===== src/rtl/cpu_shift_pkg.sv =====
// Shared definitions for the ARM data-processing immediate encoder:
// FSM state encoding, immediate field widths and the rotate helper.
package cpu_shift_pkg;

  // Rotate field and 8-bit payload of a 12-bit ARM immediate.
  localparam int ROT_W   = 4;
  localparam int IMM8_W  = 8;
  localparam int IMM12_W = ROT_W + IMM8_W;

  // All sixteen even rotate amounts are searched by default.
  localparam int ROT_STEPS_DEFAULT = 16;

  typedef enum logic [1:0] {
    IDLE,
    SEARCH,
    DONE
  } enc_state_e;

  // Registered result presented on the out_* ports while in DONE.
  typedef struct packed {
    logic               ok;
    logic [IMM12_W-1:0] imm12;
    logic               inv;
    logic               carry;
    logic               c_upd;
  } enc_result_t;

  // Rotate left by 2*rot. A shift by 32 yields zero, so rot = 0 is the identity.
  function automatic logic [31:0] rol32(input logic [31:0] x, input logic [ROT_W-1:0] rot);
    logic [5:0] sh;
    sh = {1'b0, rot, 1'b0};
    return (x << sh) | (x >> (6'd32 - sh));
  endfunction

endpackage


===== src/rtl/imm8_fit_check.sv =====
// Combinational test of whether a 32-bit value is representable as an
// 8-bit payload rotated right by 2*rot; also returns that payload.
module imm8_fit_check
  import cpu_shift_pkg::*;
(
  input  logic [31:0]       value,
  input  logic [ROT_W-1:0]  rot,
  output logic              fit,
  output logic [IMM8_W-1:0] imm8
);

  logic [31:0] rotated;

  // Undo the decoder's rotate-right; a fit leaves nothing above the low byte.
  always_comb begin
    rotated = rol32(value, rot);
    fit     = (rotated[31:IMM8_W] == '0);
    imm8    = rotated[IMM8_W-1:0];
  end

endmodule


===== src/rtl/immediate_encoder.sv =====
// Sequential ARM immediate encoder: accepts a 32-bit constant, walks the
// rotate amounts one per clock testing both the value and its complement,
// and reports the first (lowest-rotate, plain-preferred) encoding found.
module immediate_encoder
  import cpu_shift_pkg::*;
#(
  parameter int ROT_STEPS = ROT_STEPS_DEFAULT
) (
  input  logic               clk,
  input  logic               reset_n,
  input  logic               in_valid,
  output logic               in_ready,
  input  logic [31:0]        in_value,
  output logic               out_valid,
  input  logic               out_ready,
  output logic               out_ok,
  output logic [IMM12_W-1:0] out_imm12,
  output logic               out_inv,
  output logic               out_carry,
  output logic               out_c_upd
);

  localparam logic [ROT_W-1:0] ROT_LAST = ROT_W'(ROT_STEPS - 1);

  enc_state_e        state, state_nxt;
  logic [ROT_W-1:0]  rot_cnt, rot_cnt_nxt;
  enc_result_t       res, res_nxt;
  logic              load;

  logic [31:0]       val_plain, val_inv;
  logic              fit_plain, fit_inv;
  logic [IMM8_W-1:0] imm8_plain, imm8_inv;

  imm8_fit_check u_fit_plain (
    .value (val_plain),
    .rot   (rot_cnt),
    .fit   (fit_plain),
    .imm8  (imm8_plain)
  );

  imm8_fit_check u_fit_inv (
    .value (val_inv),
    .rot   (rot_cnt),
    .fit   (fit_inv),
    .imm8  (imm8_inv)
  );

  // Next-state, search step and result selection.
  always_comb begin
    // NOTE: every output of this block gets a default first so no path infers a latch.
    state_nxt   = state;
    rot_cnt_nxt = rot_cnt;
    res_nxt     = res;
    load        = 1'b0;
    unique case (state)
      IDLE: begin
        if (in_valid) begin
          load        = 1'b1;
          rot_cnt_nxt = '0;
          state_nxt   = SEARCH;
        end
      end
      SEARCH: begin
        if (fit_plain) begin
          // Decoded value equals the tested value, so its MSB is the shifter carry.
          res_nxt.ok    = 1'b1;
          res_nxt.imm12 = {rot_cnt, imm8_plain};
          res_nxt.inv   = 1'b0;
          res_nxt.carry = (rot_cnt != '0) && val_plain[31];
          res_nxt.c_upd = (rot_cnt != '0);
          state_nxt     = DONE;
        end else if (fit_inv) begin
          res_nxt.ok    = 1'b1;
          res_nxt.imm12 = {rot_cnt, imm8_inv};
          res_nxt.inv   = 1'b1;
          res_nxt.carry = (rot_cnt != '0) && val_inv[31];
          res_nxt.c_upd = (rot_cnt != '0);
          state_nxt     = DONE;
        end else if (rot_cnt == ROT_LAST) begin
          res_nxt   = '0;
          state_nxt = DONE;
        end else begin
          rot_cnt_nxt = rot_cnt + ROT_W'(1);
        end
      end
      DONE: begin
        if (out_ready) state_nxt = IDLE;
      end
      default: state_nxt = IDLE;
    endcase
  end

  // Control state, rotate counter and result registers.
  always_ff @(posedge clk) begin
    // NOTE: sequential state uses non-blocking assignments so every register samples pre-edge values.
    if (!reset_n) begin
      state   <= IDLE;
      rot_cnt <= '0;
      res     <= '0;
    end else begin
      state   <= state_nxt;
      rot_cnt <= rot_cnt_nxt;
      res     <= res_nxt;
    end
  end

  // Operand capture on acceptance; held unchanged for the whole search.
  always_ff @(posedge clk) begin
    // NOTE: pure datapath, only read in SEARCH after a load, so it needs no reset.
    if (load) begin
      val_plain <= in_value;
      val_inv   <= ~in_value;
    end
  end

  assign in_ready  = (state == IDLE);
  assign out_valid = (state == DONE);
  assign out_ok    = res.ok;
  assign out_imm12 = res.imm12;
  assign out_inv   = res.inv;
  assign out_carry = res.carry;
  assign out_c_upd = res.c_upd;

endmodule


===== config.mk =====
export PLATFORM = sky130hd
export DESIGN_NAME = immediate_encoder
export DESIGN_NICKNAME = d
export VERILOG_FILES = /design/src/rtl/cpu_shift_pkg.sv /design/src/rtl/imm8_fit_check.sv /design/src/rtl/immediate_encoder.sv
export SDC_FILE = /design/constraint.sdc
export NUM_CORES = 1
export LEC_CHECK = 0
export ABC_CLOCK_PERIOD_IN_PS = 3760
export CORE_AREA = 2 2 119 121
export CTS_CLUSTER_SIZE = 20
export DETAILED_ROUTE_END_ITERATION = 8
export DIE_AREA = 0 0 121 123
export GPL_ROUTABILITY_DRIVEN = 0
export HOLD_SLACK_MARGIN = 0.02
export PLACE_DENSITY = 0.73
export SYNTH_ARGS = -nofsm -noshare
export SYNTH_HDL_FRONTEND = slang
export SYNTH_SLANG_ARGS = --single-unit
export TNS_END_PERCENT = 5

===== constraint.sdc =====
create_clock -name clk -period 3.76 [get_ports clk]
set_clock_uncertainty 0.05 [all_clocks]
set_input_delay 0.752 -clock clk [delete_from_list [all_inputs] [get_ports clk]]
set_output_delay 0.752 -clock clk [all_outputs]
set_load 0.05 [all_outputs]

== After elaboration in Yosys (flattened, before gate mapping) ==
Index checks and enable logic that the tools add are counted.
Operators by class
  shift-type cells: 4
  muxes and demuxes: 16
  add/subtract/negate cells: 2
  reductions and logical operators: 11
  eq/ne operators: 9
  bitwise logic cells: 3
Operator list (number)
  $or 32x32->32: 2
  $shl 32x5->32: 2
  $shr 32x6->32: 2
  $logic_not 24->1: 2
  $mux 16: 3
  $not 32->32: 1
  $mux 4: 4
  $mux 2: 5
  $ne 2x2->1 const B: 4
  $pmux 4 s2: 1
  $pmux 2 s3: 1
  $sub 6x5->6 const A: 1
  $reduce_and 5->1: 1
  $add 4x1->4 const B: 1
  $eq 4x4->1 const B: 1
  $ne 4x4->1 const B: 1
  $reduce_bool 4->1: 1
  $reduce_and 3->1: 1
  $reduce_bool 3->1: 1
  $eq 2x1->1 const B: 1
  $eq 2x2->1 const B: 1
  $logic_and 1x1->1: 2
  $logic_not 2->1: 1
  $mux 1: 2
  3 further kinds: 3
Word-level totals
  word-level logic and storage cells: 54
  output and inout port bits: 18
  flip-flop bits (word level): 86
  input port bits: 36

== Longest topological paths before layout ==
Gate-level depths: netlist (run 1).
  depth after elaboration: 7
  mapped depth: 19
  gate-level depth less buffers: 10

== Modules after synthesis ==
Synthesis (run 1) repeated with hierarchy kept, for this count alone.
Second synthesis, totals
  cells, all modules: 667
  area total of the unflattened synthesis: 6269.8 um^2
By module, submodules not included
  imm8_fit_check: cells an instance 230, area each 1576.5 um^2, times used 2
  immediate_encoder: cells an instance 207, area each 3116.7 um^2, times used 1

== Worst setup path after synthesis (run 1) ==
Ideal clock, no wire load.
  path kind: register to register
  start: register rot_cnt[0]
  end: register res, in the netlist out_imm12[1]
  clock period less this slack: 3.956 ns
  stages on the path, launching flop included: 18
  library setup time: 0.073 ns
  path slack: -0.196 ns
  arrival time: 3.832 ns
  required time: 3.637 ns
  cell sequence: dfxtp_1 -> buf_6 -> buf_12 -> inv_2 -> clkbuf_1 -> clkbuf_1 -> ha_1 -> buf_2 -> buf_4 -> buf_2 -> nor3_1 -> a21oi_1 -> a2111oi_1 -> o221ai_1 -> a32o_1 -> or3_1 -> mux2_2 -> o211ai_2
On the way
  word-level cells in the longest chain between the ends: 6
  elaborated cells on any way between the ends: 14
  classes of those cells: add/sub: 1; eq/ne: 1; shift: 4; mux: 2; bitwise: 2; reduce/logical: 4
Ends and longest elaborated chain
  from (decl): line immediate_encoder.sv:26  | logic [ROT_W-1:0] rot_cnt, rot_cnt_nxt;
  from (signal assigned): line immediate_encoder.sv:102  | rot_cnt <= rot_cnt_nxt;
  $sub 6x5->6: line cpu_shift_pkg.sv:32  | return (x << sh) | (x >> (6'd32 - sh));
  $shr 32x6->32: line cpu_shift_pkg.sv:32
  $or 32x32->32: line cpu_shift_pkg.sv:32
  $logic_not 24->1: line imm8_fit_check.sv:17  | fit = (rotated[31:IMM8_W] == '0);
  $reduce_bool 3->1 (no line) / $mux 16 (equally long branches)
  $reduce_and 2->1 (no line) / $mux 16 (equally long branches)
  to (signal assigned): line immediate_encoder.sv:103  | res <= res_nxt;
  to (decl): line immediate_encoder.sv:27  | enc_result_t res, res_nxt;
Several ways; a longest one is shown, not always the timed one.
A chain may end at the register's enable or synchronous reset.

== Worst setup path in the final report (run 1) ==
  start: register rot_cnt[0]
  end: register res, in the netlist out_imm12[0]
Same word-level chain as after synthesis.

==> summary.txt, run 1 <==
=====================================================================================
Run status                                                                  completed
Inserted Clock Buffers                                                              9
EDFF count, synth                                                                  64
Clock root buffer                                                        sky130_fd_sc_hd__clkbuf_16
Standard-cell row count                                                            43
Port Buffers                                                                       53
Overall power consumption                                                     2.70 mW
CTS tree                                                                        built
Worst slack, placed                                                          0.242 ns
Width of the die                                                               121 um
Worst-Margin Slew                                                            0.701 ns
Clock Path Buffers                                                                  2
Worst endpoint required time                                                  3.94 ns
Max-cap check violation count                                                       0
Summed instance area of the synthesized netlist                           0.00697 mm2
Routed vias/inst                                                                 6.94
Library cell occupying the most area in the post-synthesis netlist       sky130_fd_sc_hd__edfxtp_1
Synth Net Count                                                                   740
Startpoint of the tightest hold check path                               out_ok$_SDFFE_PN0P_
Cts-stage hold buffer count                                                         0
First DRT Iteration DRCs                                                          776
Endpoint with the worst hold slack                                       out_ok$_SDFFE_PN0P_
Final hold violation count                                                          0
Iteration count of the initial detailed-routing pass                                5
Placeable Area                                                             0.0136 mm2
Net total in the final layout                                                     761
Reg-to-reg critical path startpoint                                      rot_cnt[0]$_SDFFE_PN0P_
Kind of start point of the critical path                                         flop
Placed cell areas                                                         0.00762 mm2
Worst hold-check slack                                                       0.411 ns
Number of placed instances with taps included                                     892
Gate power share                                                                0.271
Post-route setup TNS                                                             0 ns
Sequential cell area fraction in the yosys report                               0.339
Leakage component of the power                                                2.63 nW
Slack of the worst reg-to-reg path                                            0.18 ns
Count of inserted antenna diode cells                                               0
Total setup violations reported at the end of the flow                              0
Unrepaired setup endpoints after global routing                                    no
Internal power                                                                1.85 mW
Final instance area                                                       0.00789 mm2
Clock latency at the later pin of the worst-skew pair                         0.35 ns
Resized Gates After CTS                                                             0
Count of warnings emitted by yosys                                                  0
Share of the synthesized area in the top cell type                              0.276
Sw Pwr                                                                       0.852 mW
Utilization after layout                                                        0.580
Clk pin slew, worst setup/hold paths                                          0.06 ns
Largest net degree at the start of global routing                                  93
Ratio of total power to cell area                                          343 mW/mm2
Synth Flop Type                                                          sky130_fd_sc_hd__edfxtp_1
Commonest non-fill, non-tap cells in the layout                          sky130_fd_sc_hd__edfxtp_1, sky130_fd_sc_hd__nand2_1, sky130_fd_sc_hd__clkdlybuf4s50_1
Critical-path maximum fanout                                                       29
Post CTS Setup Buffer Count                                                         0
CTS H-Tree Depth                                                                    3
First-pass GRT wire length                                                    31.5 mm
Number of global-route vias before repair                                        5906
Height of the die                                                              123 um
Number of storage elements in the synthesis netlist                                86
Final Routed Wirelength                                                       19.8 mm
Logic depth of the worst register-to-register path                                 12
# fillers                                                                        1167
Final setup slack of the worst path                                          0.184 ns
Layout cells sized above 1                                                      0.151
Final number of max-transition violations                                           0
Proportion of synthesized flip-flops having asynchronous set or reset               0
Area grow syn2layout                                                            13.3%
Routed len/inst                                                               21.8 um
Hold-critical path depth                                                            2
Full die area                                                              0.0149 mm2
Worst IR drop on VDD                                                           219 uV
Instance count of the mapped netlist                                              702
Clock net sink count                                                               86
Remaining DRCs                                                                      0
Most frequent standard cell in the layout excluding fill and tap cells   sky130_fd_sc_hd__edfxtp_1
Initial Util                                                                    0.512
Crit share post-route                                                           0.951
Top Ports                                                                          54
Worst Path Class, Setup                                                       reg2reg
DR vias                                                                          6293
Detail Route Antenna Nets                                                           0
Min cycle time layout                                                         3.58 ns
Switching fraction of total power                                               0.315
Total routing resource utilization after global routing                         0.275
Reg power frac                                                                  0.437
Highest attainable clock frequency                                            280 MHz
Overflow left after global routing                                                  0
Worst reg2reg endpoint                                                   out_imm12[0]$_SDFFE_PN0P_
Mean area per synthesized cell                                               9.92 um2
Kind of capture point of the worst setup path                                    flop
Headroom to the max-slew limit                                                  0.526
Number of standard cells in the layout, taps in and fillers out                   907
Hold Crit Class                                                               reg2reg
Detail Placement HPWL                                                         14.0 mm
Number of distinct library cells after synthesis                                   76
Initial antenna violation count                                                     0
Part of the power in the clock network                                          0.292
Arrival time of data at the critical path endpoint                            3.76 ns
Cells taking the most area after synthesis                               sky130_fd_sc_hd__edfxtp_1, sky130_fd_sc_hd__mux4_2, sky130_fd_sc_hd__dfxtp_1
=====================================================================================
[synthesized netlist by cell type, types with 5 or more instances]
cell,count
sky130_fd_sc_hd__mux2i_1,41
sky130_fd_sc_hd__buf_2,23
sky130_fd_sc_hd__nor2_1,43
sky130_fd_sc_hd__a211oi_1,10
sky130_fd_sc_hd__edfxtp_1,64
sky130_fd_sc_hd__dfxtp_1,22
sky130_fd_sc_hd__o2bb2ai_1,7
sky130_fd_sc_hd__a21o_1,8
sky130_fd_sc_hd__mux4_2,44
sky130_fd_sc_hd__o31ai_1,5
sky130_fd_sc_hd__mux2_2,9
sky130_fd_sc_hd__clkbuf_1,29
sky130_fd_sc_hd__nor3_1,30
sky130_fd_sc_hd__o21ai_1,5
sky130_fd_sc_hd__o22ai_1,7
sky130_fd_sc_hd__a31oi_1,9
sky130_fd_sc_hd__buf_1,6
sky130_fd_sc_hd__a21oi_1,26
sky130_fd_sc_hd__nand3_1,21
sky130_fd_sc_hd__o221ai_1,5
sky130_fd_sc_hd__nand2b_1,8
sky130_fd_sc_hd__and3_1,7
sky130_fd_sc_hd__nor3b_1,7
sky130_fd_sc_hd__nor4b_1,13
sky130_fd_sc_hd__nor4_1,16
sky130_fd_sc_hd__o21ai_0,23
sky130_fd_sc_hd__o211ai_1,7
sky130_fd_sc_hd__a22oi_1,5
sky130_fd_sc_hd__nor2b_1,9
sky130_fd_sc_hd__inv_1,39
sky130_fd_sc_hd__or3_1,11
sky130_fd_sc_hd__nand2_1,57
sky130_fd_sc_hd__nand4_1,10
[worst max path at each step]
stage | endpoint | cells past startpoint | start | slack (ns)
floorplan | out_imm12[1]$_SDFFE_PN0P_ | 17 | rot_cnt[0]$_SDFFE_PN0P_ | 0.003
global placement | out_imm12[4]$_SDFFE_PN0P_ | 9 | rot_cnt[0]$_SDFFE_PN0P_ | 0.36
detailed placement | out_imm12[0]$_SDFFE_PN0P_ | 10 | rot_cnt[0]$_SDFFE_PN0P_ | 0.24
CTS | out_imm12[0]$_SDFFE_PN0P_ | 10 | rot_cnt[0]$_SDFFE_PN0P_ | 0.22
global route | out_imm12[4]$_SDFFE_PN0P_ | 11 | rot_cnt[0]$_SDFFE_PN0P_ | 0.0007
finish | out_imm12[0]$_SDFFE_PN0P_ | 12 | rot_cnt[0]$_SDFFE_PN0P_ | 0.18
[registers in the layout, summed over array words and instances, names as in the netlist]
signal     count
val_inv       32
val_plain     32
out_imm12     12
rot_cnt        4
state          2
out_c_upd      1
out_carry      1
out_inv        1
out_ok         1
[worst max-delay path, stage by stage, from the launching register on]
cell and delay (ns):
sky130_fd_sc_hd__dfxtp_4 0.37, sky130_fd_sc_hd__inv_2 0.05, sky130_fd_sc_hd__ha_4 0.34, sky130_fd_sc_hd__buf_12 0.21, sky130_fd_sc_hd__or2_0 0.32, sky130_fd_sc_hd__o32a_1 0.33, sky130_fd_sc_hd__a221oi_1 0.37, sky130_fd_sc_hd__o221ai_1 0.23
sky130_fd_sc_hd__a32oi_1 0.40, sky130_fd_sc_hd__nand2_2 0.24, sky130_fd_sc_hd__buf_4 0.22, sky130_fd_sc_hd__a41oi_1 0.20, sky130_fd_sc_hd__o21ai_1 0.09
[logic make-up after synthesis]
group | count (synthesis) | synth area share
adders and majority gates | 2 | 0.00359
xor gates and xnor gates | 2 | 0.00252
and+or+nand+nor | 245 | 0.183
DFF | 86 | 0.339
buffers and inverters | 106 | 0.0693
AOI/OAI and AO/OA | 162 | 0.169
muxes | 99 | 0.233
[power groups by stage]
stage | clock [mW] | combinational, mW | sequential (mW)
6_report | 0.790 | 0.734 | 1.18
5_1_grt | 0.846 | 0.788 | 1.18
4_1_cts | 0.811 | 0.718 | 1.17
3_5_place_dp | 0 | 0.716 | 1.19
3_3_place_gp | 0 | 0.700 | 1.19
2_1_floorplan | 0 | 0.558 | 1.14
[final cells by class]
cell class                      count  area (um2)  share of cell area
Clock buffer                        9         225              0.0285
Clock inverter                      6        30.0             0.00381
Multi-Input combinational cell    510        4140               0.525
Sequential cell                    86        2370               0.300
Timing Repair Buffer               76         752              0.0953
Tap cell                          180         225              0.0285
Inverter                           40         150              0.0190
[metal layers]
layer,vias to the layer above,routed length [um],GRT usage
met5,-,0,0
met4,0,906,0.153
met3,62,2090,0.0632
met2,422,9070,0.416
met1,3033,7730,0.366
li1,2776,-,-
Note: power is estimated with default switching activity, not from simulation.
==> inputs of run 2 (changes only) <==
--- a/config.mk
+++ b/config.mk
@@ -13,6 +13,7 @@
 export GPL_ROUTABILITY_DRIVEN = 0
 export HOLD_SLACK_MARGIN = 0.02
 export PLACE_DENSITY = 0.73
+export SKIP_LAST_GASP = 1
 export SYNTH_ARGS = -nofsm -noshare
 export SYNTH_HDL_FRONTEND = slang
 export SYNTH_SLANG_ARGS = --single-unit
==> results of run 2 <==
Same layout as run 1: the final DEF is identical, and so are final timing and power.
